--- config.mk ---
export PLATFORM = sky130hd
export DESIGN_NAME = adpll_lock_controller
export DESIGN_NICKNAME = d
export VERILOG_FILES = /design/src/rtl/adpll_lock_controller_pkg.sv /design/src/rtl/adpll_lock_controller_phase_err_abs.sv /design/src/rtl/adpll_lock_controller.sv
export SDC_FILE = /design/constraint.sdc
export NUM_CORES = 1
export LEC_CHECK = 0
export ABC_AREA = 1
export ABC_CLOCK_PERIOD_IN_PS = 3200
export CAP_MARGIN = 30
export CORE_ASPECT_RATIO = 1.25
export CORE_UTILIZATION = 43
export CTS_CLUSTER_DIAMETER = 50
export DETAILED_ROUTE_END_ITERATION = 6
export GPL_ROUTABILITY_DRIVEN = 0
export SYNTH_ARGS = -nofsm -noshare
export SYNTH_HDL_FRONTEND = slang
export SYNTH_SLANG_ARGS = --single-unit
--- constraint.sdc ---
create_clock -name fpga_clk_i -period 3.2 [get_ports fpga_clk_i]
set_input_delay 0.48 -clock fpga_clk_i [delete_from_list [all_inputs] [get_ports fpga_clk_i]]
set_output_delay 0.48 -clock fpga_clk_i [all_outputs]
set_load 0.01 [all_outputs]
--- src/rtl/adpll_lock_controller_pkg.sv ---
// Shared definitions for the ADPLL lock controller and its helper blocks:
// state encoding plus default thresholds and loop-filter shift amounts.
package adpll_pkg;

  typedef enum logic [2:0] {
    ST_IDLE   = 3'd0,
    ST_CLEAR  = 3'd1,
    ST_COARSE = 3'd2,
    ST_FINE   = 3'd3,
    ST_LOCKED = 3'd4,
    ST_FAIL   = 3'd5
  } adpll_state_e;

  localparam int DEF_WIDTH         = 20;
  localparam int DEF_SHIFT_W       = 4;
  localparam int DEF_COARSE_SHIFT  = 2;
  localparam int DEF_FINE_SHIFT    = 6;
  localparam int DEF_COARSE_THRESH = 32;
  localparam int DEF_LOCK_THRESH   = 4;
  localparam int DEF_UNLOCK_THRESH = 64;
  localparam int DEF_LOCK_COUNT    = 16;
  localparam int DEF_UNLOCK_COUNT  = 4;
  localparam int DEF_TIMEOUT       = 4096;

endpackage

--- src/rtl/adpll_lock_controller_phase_err_abs.sv ---
// Saturating magnitude of a signed phase-error sample. The most negative
// input has no positive twin, so it is clamped to the largest magnitude
// instead of wrapping back to zero and looking like a perfect sample.
module phase_err_abs #(
  parameter int WIDTH = adpll_pkg::DEF_WIDTH
) (
  input  logic [WIDTH-1:0] err_i,
  output logic [WIDTH-2:0] mag_o
);

  logic [WIDTH-1:0] negErr;

  // Two's-complement negation, then pick the magnitude with saturation
  always_comb begin
    negErr = '0 - err_i;
    if (err_i[WIDTH-1]) begin
      if (err_i[WIDTH-2:0] == '0) begin
        mag_o = '1;
      end else begin
        mag_o = negErr[WIDTH-2:0];
      end
    end else begin
      mag_o = err_i[WIDTH-2:0];
    end
  end

endmodule

--- src/rtl/adpll_lock_controller.sv ---
// ADPLL acquisition sequencer: clears the loop filter, runs a high-gain
// coarse pull-in, a low-gain fine settle, then watches for loss of lock.
// A sample counter bounds the time spent acquiring before giving up.
module adpll_lock_controller
  import adpll_pkg::*;
#(
  parameter int WIDTH         = DEF_WIDTH,
  parameter int SHIFT_W       = DEF_SHIFT_W,
  parameter int COARSE_SHIFT  = DEF_COARSE_SHIFT,
  parameter int FINE_SHIFT    = DEF_FINE_SHIFT,
  parameter int COARSE_THRESH = DEF_COARSE_THRESH,
  parameter int LOCK_THRESH   = DEF_LOCK_THRESH,
  parameter int UNLOCK_THRESH = DEF_UNLOCK_THRESH,
  parameter int LOCK_COUNT    = DEF_LOCK_COUNT,
  parameter int UNLOCK_COUNT  = DEF_UNLOCK_COUNT,
  parameter int TIMEOUT       = DEF_TIMEOUT
) (
  input  logic               fpga_clk_i,
  input  logic               reset_i,
  input  logic               enable_i,
  input  logic               pd_valid_i,
  input  logic [WIDTH-1:0]   pd_clock_cycles_i,
  output logic [SHIFT_W-1:0] gain_shift_o,
  output logic               loop_enable_o,
  output logic               filter_clear_o,
  output logic               locked_o,
  output logic               timeout_o,
  output logic [2:0]         state_o
);

  localparam int GW = $clog2(LOCK_COUNT + 1);
  localparam int BW = $clog2(UNLOCK_COUNT + 1);
  localparam int SW = $clog2(TIMEOUT + 1);

  localparam logic [WIDTH-2:0]   COARSE_T = (WIDTH-1)'(COARSE_THRESH);
  localparam logic [WIDTH-2:0]   LOCK_T   = (WIDTH-1)'(LOCK_THRESH);
  localparam logic [WIDTH-2:0]   UNLOCK_T = (WIDTH-1)'(UNLOCK_THRESH);
  localparam logic [SHIFT_W-1:0] COARSE_G = SHIFT_W'(COARSE_SHIFT);
  localparam logic [SHIFT_W-1:0] FINE_G   = SHIFT_W'(FINE_SHIFT);

  adpll_state_e state_q, state_d;
  logic [GW-1:0] goodCnt_q, goodCnt_d, goodInc;
  logic [BW-1:0] badCnt_q, badCnt_d, badInc;
  logic [SW-1:0] sampCnt_q, sampCnt_d, sampInc;

  logic [SHIFT_W-1:0] gain_q, gain_d;
  logic loopEn_q, loopEn_d, clear_q, clear_d, locked_q, locked_d, timeout_q, timeout_d;

  logic [WIDTH-2:0] errMag;
  logic coarseGood, fineGood, sampleBad, timedOut;

  phase_err_abs #(.WIDTH(WIDTH)) u_abs (
    .err_i (pd_clock_cycles_i),
    .mag_o (errMag)
  );

  // Sample classification and saturating counter increments
  always_comb begin
    coarseGood = (errMag <= COARSE_T);
    fineGood   = (errMag <= LOCK_T);
    sampleBad  = (errMag > UNLOCK_T);
    goodInc    = (goodCnt_q == {GW{1'b1}}) ? goodCnt_q : goodCnt_q + GW'(1);
    badInc     = (badCnt_q == {BW{1'b1}}) ? badCnt_q : badCnt_q + BW'(1);
    sampInc    = (sampCnt_q == {SW{1'b1}}) ? sampCnt_q : sampCnt_q + SW'(1);
    timedOut   = (sampInc >= SW'(TIMEOUT));
  end

  // Next-state, counter updates and registered-output decode
  always_comb begin
    state_d   = state_q;
    goodCnt_d = goodCnt_q;
    badCnt_d  = badCnt_q;
    sampCnt_d = sampCnt_q;
    if (!enable_i) begin
      state_d   = ST_IDLE;
      goodCnt_d = '0;
      badCnt_d  = '0;
      sampCnt_d = '0;
    end else begin
      unique case (state_q)
        ST_IDLE: state_d = ST_CLEAR;
        ST_CLEAR: begin
          goodCnt_d = '0;
          badCnt_d  = '0;
          sampCnt_d = '0;
          state_d   = ST_COARSE;
        end
        ST_COARSE: begin
          if (pd_valid_i) begin
            sampCnt_d = sampInc;
            if (timedOut) begin
              state_d = ST_FAIL;
            end else if (coarseGood) begin
              if (goodInc >= GW'(LOCK_COUNT)) begin
                state_d   = ST_FINE;
                goodCnt_d = '0;
              end else begin
                goodCnt_d = goodInc;
              end
            end else begin
              goodCnt_d = '0;
            end
          end
        end
        ST_FINE: begin
          if (pd_valid_i) begin
            sampCnt_d = sampInc;
            if (timedOut) begin
              state_d = ST_FAIL;
            end else if (sampleBad) begin
              state_d   = ST_COARSE;
              goodCnt_d = '0;
            end else if (fineGood) begin
              if (goodInc >= GW'(LOCK_COUNT)) begin
                state_d   = ST_LOCKED;
                goodCnt_d = '0;
                badCnt_d  = '0;
                sampCnt_d = '0;
              end else begin
                goodCnt_d = goodInc;
              end
            end else begin
              goodCnt_d = '0;
            end
          end
        end
        ST_LOCKED: begin
          if (pd_valid_i) begin
            if (sampleBad) begin
              if (badInc >= BW'(UNLOCK_COUNT)) begin
                state_d   = ST_COARSE;
                goodCnt_d = '0;
                badCnt_d  = '0;
                sampCnt_d = '0;
              end else begin
                badCnt_d = badInc;
              end
            end else begin
              badCnt_d = '0;
            end
          end
        end
        ST_FAIL: state_d = ST_FAIL;
        default: state_d = ST_IDLE;
      endcase
    end

    gain_d    = (state_d == ST_FINE || state_d == ST_LOCKED) ? FINE_G : COARSE_G;
    loopEn_d  = (state_d == ST_COARSE || state_d == ST_FINE || state_d == ST_LOCKED);
    clear_d   = (state_d == ST_CLEAR);
    locked_d  = (state_d == ST_LOCKED);
    timeout_d = (state_d == ST_FAIL);
  end

  // State, counters and outputs all update together on the clock edge
  always_ff @(posedge fpga_clk_i or negedge reset_i) begin
    if (!reset_i) begin
      state_q   <= ST_IDLE;
      goodCnt_q <= '0;
      badCnt_q  <= '0;
      sampCnt_q <= '0;
      gain_q    <= COARSE_G;
      loopEn_q  <= 1'b0;
      clear_q   <= 1'b0;
      locked_q  <= 1'b0;
      timeout_q <= 1'b0;
    end else begin
      state_q   <= state_d;
      goodCnt_q <= goodCnt_d;
      badCnt_q  <= badCnt_d;
      sampCnt_q <= sampCnt_d;
      gain_q    <= gain_d;
      loopEn_q  <= loopEn_d;
      clear_q   <= clear_d;
      locked_q  <= locked_d;
      timeout_q <= timeout_d;
    end
  end

  assign gain_shift_o   = gain_q;
  assign loop_enable_o  = loopEn_q;
  assign filter_clear_o = clear_q;
  assign locked_o       = locked_q;
  assign timeout_o      = timeout_q;
  assign state_o        = state_q;

endmodule

After elaboration in Yosys (flattened, before gate mapping) --
Cells that the tools add are included. W data, S select, Z words.
Storage, ports and cells: output and inout port bits 11, register bits after elaboration 31, word-level logic and storage cells 106
Cells by class: reduce and logical (&&, ||, !) cells 8, eq/ne operators 25, magnitude comparators 6, $add $sub $neg 4, mux-type cells 54
Operator list (number):
- $mux W13 | 11
- $mux W3 | 24
- $mux W5 | 13
- $pmux W13 S4 | 1
- $mux W19 | 2
- $ne A3 B3 Y1 const B | 10
- $pmux W5 S4 | 1
- $gt A19 B7 Y1 const B | 1
- $le A19 B3 Y1 const B | 1
- $le A19 B6 Y1 const B | 1
- $logic_not A19 Y1 | 1
- $sub A1 B19 Y19 const A | 1
- $pmux W3 S6 | 1
- $eq A3 B3 Y1 const B | 5
- $add A13 B1 Y13 const B | 1
- $eq A13 B13 Y1 const B | 1
- $ge A13 B13 Y1 const B | 1
- $eq A3 B2 Y1 const B | 4
- $pmux W3 S3 | 1
- $reduce_and A8 Y1 | 1
- $reduce_and A7 Y1 | 1
- $eq A3 B1 Y1 const B | 2
- $reduce_and A6 Y1 | 1
- $add A5 B1 Y5 const B | 1
- 8 further kinds | 10

Depth between registers and ports, before layout --
Gate-level depths: netlist (run 1).
depth in word-level cells 13, mapped depth 22

Hierarchy --
A second synthesis (run 1) with hierarchy kept.
Second synthesis, totals: cells, all modules 476, area total of the unflattened synthesis 2909.0 µm²
Modules (own cells, without submodules):
- adpll_lock_controller | cells each 344, times used 1, area each 2227.1 µm²
- phase_err_abs | cells each 132, times used 1, area each 681.9 µm²

Worst setup path before layout (run 1) --
No wires, ideal clock.
path type in2reg, start in pd_clock_cycles_i[0], end reg sampCnt_q[2], arrival time 2.196 ns, buffers on the path 0, slack 0.881 ns, stages on the path 18, required time 3.076 ns, cells stage by stage inv_1 ha_1 nand2_1 nor2_1 nor2_1 nand2_1 nand3_1 nor2_4 nand2_1 nor2_4 nand3_4 inv_2 nand3_2 nand2_4 inv_6 nand2_4 o21ai_0 nor3b_2
Between the ends: word-level cells in the longest chain between the ends 10, elaborated cells between the ends (all ways) 14, those cells by class add/sub: 1; order compare: 2; eq/ne: 1; mux: 8; reduce/logical: 2
Ends and longest elaborated chain:
- start: declaration | RTL line adpll_lock_controller.sv:22 | input logic [WIDTH-1:0] pd_clock_cycles_i,
- $sub A1 B19 Y19 or $logic_not A19 Y1 (tied branches) | RTL line adpll_lock_controller_phase_err_abs.sv:15, adpll_lock_controller_phase_err_abs.sv:17
- $mux W19 | RTL line adpll_lock_controller_phase_err_abs.sv:17 | if (err_i[WIDTH-2:0] == '0) begin
- $mux W19 * | RTL line adpll_lock_controller_phase_err_abs.sv:16 | if (err_i[WIDTH-1]) begin
- $le A19 B3 Y1 | RTL line adpll_lock_controller.sv:60 | fineGood = (errMag <= LOCK_T);
- $mux W13 | RTL line adpll_lock_controller.sv:113 | end else if (fineGood) begin
- $mux W13 | RTL line adpll_lock_controller.sv:110 | end else if (sampleBad) begin
- $mux W13 | RTL line adpll_lock_controller.sv:108 | if (timedOut) begin
- $mux W13 | RTL line adpll_lock_controller.sv:106 | if (pd_valid_i) begin
- $pmux W13 S4 | RTL line adpll_lock_controller.sv:80 | unique case (state_q)
- $mux W13 | RTL line adpll_lock_controller.sv:74 | if (!enable_i) begin
- end signal: assignment | RTL line adpll_lock_controller.sv:171 | sampCnt_q <= sampCnt_d;
- end: declaration | RTL line adpll_lock_controller.sv:44 | logic [SW-1:0] sampCnt_q, sampCnt_d, sampInc;
Every way passes the cells marked *; elsewhere a longest branch is shown, timed or not. The select of a mux whose other input is x is not followed. A chain may end at the register's enable or synchronous reset.

Worst setup path after layout (run 1) --
start in pd_clock_cycles_i[0], end reg sampCnt_q[4]
The elaborated chain is that of the path after synthesis.

==> flow_summary.yaml, run 1 <==
finish:
  seq_area_um2: 725.7
  finalNetCount: 480
  final_cells: 534
  multiInputGateArea_um2: 1670
  area_growth_pct: 18.48
  final_cell_mix: "nand2_1 (99), inv_1 (56), nor2_1 (53)"
  stdcell_area_um2: 3201
  fillers: 637
  antenna_cells: 0
  final_common_cell: "nand2_1"
  drive_gt1_share_pct: 15.04
power_and_ir_drop:
  leakage_nw: 1.556
  power_density_nw_per_um2: 362.8
  ir_drop_v: 0.0001701
clock_tree:
  cts_root_buffer: "clkbuf_8"
  cts.repair.resized: 0
  numCtsBuffers: 5
  cts_setup_buffers: 0
  cts_tree: "done"
  path_clk_slew_ps: 70
  hold_buffers: 0
  cts.htree.levels: 2
  cts.path.max_buffers: 2
  clock_sinks: 29
  clk_latency_ps: 280
floorplan:
  ioPinCount: 35
  die_width_um: 72.89
  row_count: 31
  coreArea_um2: 5934
  initial_core_util_pct: 45.52
  fp.dieArea_um2: 6605
  fp.dieH_um: 90.62
setup_path:
  worstPathRequired_ps: 3390
  crit_chain: "clkdlybuf4s50_1 -> inv_1 -> ha_1 -> nand3_2 -> nor2_2 -> nand3_2 -> buf_4 -> nand2_1 -> nor2_1 -> nand3_2 -> nand2_2 -> nand3_4 -> inv_2 -> nand3_2 -> nand2_4 -> inv_6 -> nand2_4 -> nor3_4 -> nand2_1 -> a21oi_1"
  cp_top_family: "simple AND/OR/NAND/NOR gates"
  criticalPathCategory: "primary input to flop"
  crit_path_start_kind: "primary input"
  crit_buf_inv: 5
  max_stage_delay_ps: 440
  path_max_fanout: 10
  critical-path-slowest-cell: "clkdlybuf4s50_1"
  path_common_cell: "nand3_2"
  worst-endpoint-arrival_ps: 3000
  crit_path_end_kind: "flop"
timing:
  fin_tns_setup_ps: 0
  drv_slew: 0
  min_period_over_period_pct: 87.81
  period_minus_slack_ps: 2810
  finalHoldViolations: 0
  setup_viol: 0
  skew_ps: 8.537
  timing.fmax_ghz: 0.3559
  rsz0062_at_grt: "no"
yosys:
  postSynthCellCount: 412
  synth.distinct_cells: 41
  avgSynthCellArea_um2: 6.557
  synth_top_cell_by_area: "dfrtp_1"
  synth_seq_cells: 29
  async_flop_share_pct: 100.0
  synth_warnings: 0
  yosys_most_used_dff: "dfrtp_1"
  synth.yosys.seq_area_share_pct: 26.86
  synthTopCellsByArea: "dfrtp_1 (27%), nand2_1 (14%), inv_1 (7.8%)"
  synth-edff-count: 0
  syn_area_um2: 2701
  netlist.area_leader.share_pct: 26.86
global_routing:
  grt_pass1_wl_mm: 11.03
  grt_pass1_vias: 2622
  gr-total-overflow: 0
  grt_use_total_pct: 21.16
  antenna_found_initial: 0
  grt_max_degree: 30
drt:
  route.met2.wl_mm: 3.284
  drt_iter0_markers: 116
  routed_via_density: 4.953
  ant_nets: 0
  wl_met3_um: 84
  drt-met1-wl_mm: 2.549
  vias: 2645
  drc_errors: 0
  wl_per_cell_um: 11.52
  routed_wirelength_mm: 6.152
  firstDrtPassIters: 4
  top_layer_used: "met4"
min_path:
  hold_path.class: "flop to flop"
run:
  cap_violations: 0
run_status:
  status: "finished, final reports clean"
placement:
  io_buffers: 31
  placed_area_um2: 3114
  post-dp-hpwl_mm: 5.169
  dp_cells: 527
==> area by class of cell <==
class	count	area share (%)
tap	82	3.206
timing repair buffer	38	11.34
inverter	66	7.897
clock buffer	7	2.697
sequential	29	22.67
multi-input combinational	312	52.19
==> routing by layer <==
| layer | vias to the layer above | GRT usage [%] |
|---|---|---|
| li1 | 1397 | - |
| met1 | 1195 | 22.44 |
| met2 | 39 | 38.16 |
| met3 | 14 | 2.679 |
| met4 | 0 | 13.56 |
| met5 | - | 0 |
==> power by group <==
group          switching, mW  total [mW]  internal [mW]
combinational          0.269       0.433          0.163
clock                  0.128       0.298          0.170
sequential            0.0315       0.430          0.399
==> logic make-up (layout without fill, tap and decap cells) <==
kind of cell             count (synthesis)  in the layout  synth area share (%)
AND/OR/NAND/NOR                        248            248                 46.09
buffers and inverters                   72            111                 11.44
AO/OA/AOI/OAI                           48             48                 10.51
flip-flops                              29             29                 26.86
XOR/XNOR                                 8              8                 2.594
adder cells (fa/ha/maj)                  4              4                 1.853
other                                    2              3                0.2780
multiplexers                             1              1                0.3706
==> sequential cells by signal, indices dropped and copies added, names as in the netlist <==
| name | count |
|---|---|
| badCnt_q | 3 |
| locked_o | 1 |
| filter_clear_o | 1 |
| loop_enable_o | 1 |
| state_o | 3 |
| goodCnt_q | 5 |
| gain_shift_o | 1 |
| sampCnt_q | 13 |
| timeout_o | 1 |
==> final timing paths <==
check | startpoint | to | slack [ps] | cells after the start
hold / removal | badCnt_q[0]$_DFFE_PN0P_ | badCnt_q[0]$_DFFE_PN0P_ | 480 | 1
min in group asynchronous | reset_i | sampCnt_q[4]$_DFFE_PN0P_ | 590 | 2
hold reg to reg | badCnt_q[0]$_DFFE_PN0P_ | badCnt_q[0]$_DFFE_PN0P_ | 480 | 1
setup / recovery | pd_clock_cycles_i[0] | sampCnt_q[4]$_DFFE_PN0P_ | 390 | 20
max in group asynchronous | reset_i | locked_o$_DFF_PN0_ | 2330 | 2
setup reg to reg | state_o[1]$_DFF_PN0_ | sampCnt_q[4]$_DFFE_PN0P_ | 850 | 14
==> synthesized netlist by cell type, types with 3 or more instances <==
| cell | count |
|---|---|
| nand2_1 | 99 |
| inv_1 | 56 |
| nor2_1 | 53 |
| nand3_1 | 32 |
| dfrtp_1 | 29 |
| o21ai_0 | 13 |
| a21oi_1 | 12 |
| nand2_2 | 11 |
| nand3_2 | 11 |
| o21ai_1 | 11 |
| inv_2 | 9 |
| nand4_1 | 9 |
| nor2_2 | 7 |
| nor3_1 | 7 |
| xor2_1 | 6 |
| ha_1 | 4 |
| nand2_4 | 4 |
| a21oi_2 | 3 |
| buf_4 | 3 |
| buf_6 | 3 |
| nand3b_1 | 3 |
| nor2_4 | 3 |
==> through the flow <==
step	util (%)	setup WS, ps	total power, mW	hold WS [ps]
after floorplan	-	880.5	0.7298	184.4
after global placement	52.48	105.7	0.8700	474.2
after detailed placement	52.48	83.71	0.8715	473.6
after CTS	53.93	365.3	1.175	485.3
after global routing	53.93	60.06	1.250	518.3
final	53.93	390.0	1.161	479.9
No activity file was read; power rests on OpenSTA's default activity.
==> run 2, diff against run 1 <==
- CORE_UTILIZATION: 43 -> 51
- PLACE_DENSITY_LB_ADDON: not set -> 0.05
- SLEW_MARGIN: not set -> 20
==> run 2 against run 1 <==
First-iteration DRC count is 27% lower. Power is 0.78% lower. Wire length shrank 2.0%. Critical path depth shrank 1. Cell count fell by 3.9%. Core utilization grew 8.2 points. Via count increased by 0.11%. Clock power fell by 3%. Combinational power barely moved. Largest power group unchanged.
==> flow_summary.yaml, run 2 (synthesis results as in run 1) <==
floorplan:
  row_count: 29
  die_width_um: 67.10
  fp.dieArea_um2: 5594
  initial_core_util_pct: 53.18
  fp.dieH_um: 83.37
  coreArea_um2: 5080
  ioPinCount: 35
placement:
  post-dp-hpwl_mm: 5.005
  io_buffers: 31
  placed_area_um2: 3074
finish:
  utilization_pct: 62.14
  regMostFlops: "sampCnt_q"
  finalNetCount: 478
  stdcell_area_um2: 3157
  drive_gt1_share_pct: 14.86
  final_cell_mix: "nand2_1 (99), inv_1 (56), nor2_1 (53)"
  antenna_cells: 0
  final_common_cell: "nand2_1"
  largest_reg_flops: 13
  area_growth_pct: 16.86
  reg.largest.list: "sampCnt_q: 13 flops, goodCnt_q: 5 flops"
power_and_ir_drop:
  power_density_nw_per_um2: 365.0
  leakage_nw: 1.547
  ir_drop_v: 0.0001564
drt:
  drt_iter0_markers: 85
  routed_wirelength_mm: 6.028
  drt-met1-wl_mm: 2.316
  route.met2.wl_mm: 3.360
  routed_via_density: 5.162
  wl_per_cell_um: 11.75
  vias: 2648
  firstDrtPassIters: 4
  wl_met3_um: 121
  drc_errors: 0
  top_layer_used: "met4"
  ant_nets: 0
setup_path:
  crit_path_start_kind: "primary input"
  reg2reg_slack_ps: 900
  criticalPathCategory: "primary input to flop"
  crit_path_end_kind: "flop"
  rr_endpoint: "sampCnt_q[2]$_DFFE_PN0P_"
  worstRegToRegCells: 13
  worstPathRequired_ps: 3400
  path_max_fanout: 10
  r2r-start: "sampCnt_q[1]$_DFFE_PN0P_"
  worst-endpoint-arrival_ps: 3030
timing:
  min_period_over_period_pct: 88.58
  timing.fmax_ghz: 0.3528
  fin_tns_setup_ps: 0
  finalHoldViolations: 0
  drv_slew: 0
  setup_viol: 0
  period_minus_slack_ps: 2835
  rsz0062_at_grt: "no"
  skew_ps: 3.843
min_path:
  holdPathEnd: "badCnt_q[1]$_DFFE_PN0P_"
  hold_start: "badCnt_q[1]$_DFFE_PN0P_"
  hold_path.class: "flop to flop"
  holdPathStages: 2
clock_tree:
  clk_latency_ps: 280
  hold_buffers: 0
  path_clk_slew_ps: 60
  cts_tree: "done"
  cts.path.max_buffers: 2
  numCtsBuffers: 5
  cts_root_buffer: "clkbuf_8"
  cts_setup_buffers: 0
  clock_sinks: 29
  cts.htree.levels: 2
  cts.repair.resized: 0
global_routing:
  grt_pass1_vias: 2580
  grt_pass1_wl_mm: 10.43
  grt_use_total_pct: 23.69
  gr-total-overflow: 0
  antenna_found_initial: 0
  grt_max_degree: 30
run_status:
  status: "finished, final reports clean"
run:
  cap_violations: 0
run 2: worst max path at each step:
stage | depth (start not counted) | to | startpoint
2_1_floorplan | 18 | sampCnt_q[2]$_DFFE_PN0P_ | pd_clock_cycles_i[0]
6_report | 19 | sampCnt_q[2]$_DFFE_PN0P_ | pd_clock_cycles_i[0]
3_5_place_dp | 19 | sampCnt_q[2]$_DFFE_PN0P_ | pd_clock_cycles_i[0]
5_1_grt | 20 | sampCnt_q[2]$_DFFE_PN0P_ | pd_clock_cycles_i[0]
4_1_cts | 19 | sampCnt_q[2]$_DFFE_PN0P_ | pd_clock_cycles_i[0]
3_3_place_gp | 19 | sampCnt_q[10]$_DFFE_PN0P_ | pd_clock_cycles_i[0]
run 2: routing by layer:
metal	vias to the layer above	global-route usage, %
li1	1384	-
met1	1195	23.46
met2	49	45.55
met3	20	2.747
met4	0	11.61
met5	-	0
run 2: metrics by stage:
stage / setup WS (ps) / power [mW] / hold slack, ps / std cells
after floorplan: 880.5 / 0.7298 / 184.4 / 413
after detailed placement: 108.3 / 0.8714 / 495.4 / 505
after global placement: 148.1 / 0.8587 / 472.6 / 505
after global routing: 124.0 / 1.236 / 520.8 / 513
after CTS: 359.2 / 1.159 / 509.7 / 513
final: 365.4 / 1.152 / 504.4 / 513
run 2: layout make-up:
type | count | area [µm²]
tap | 62 | 77.57
multi-input combinational | 312 | 1670
inverter | 66 | 252.7
timing repair buffer | 36 | 347.8
sequential | 29 | 725.7
fill | 490 | 1923
clock inverter | 2 | 10.01
clock buffer | 6 | 72.57
run 2: worst max-delay path: stages:
cell and delay [ps]:
clkdlybuf4s50_1 430, inv_1 100, ha_1 220, nand2_1 100, nor2_1 210, nand2_1 110
nand3_1 80, nand2_1 60, nor2_2 130, nand2_2 110, nor2_8 130, nand3_4 110
inv_2 90, nand3_2 80, nand2_4 140, inv_6 70, nand2_4 100, inv_2 80
nor3b_2 190
run 2: power breakdown:
group | internal [mW] | switching (mW)
clock network | 0.150 | 0.138
registers | 0.399 | 0.0328
logic | 0.163 | 0.270
total | 0.712 | 0.440
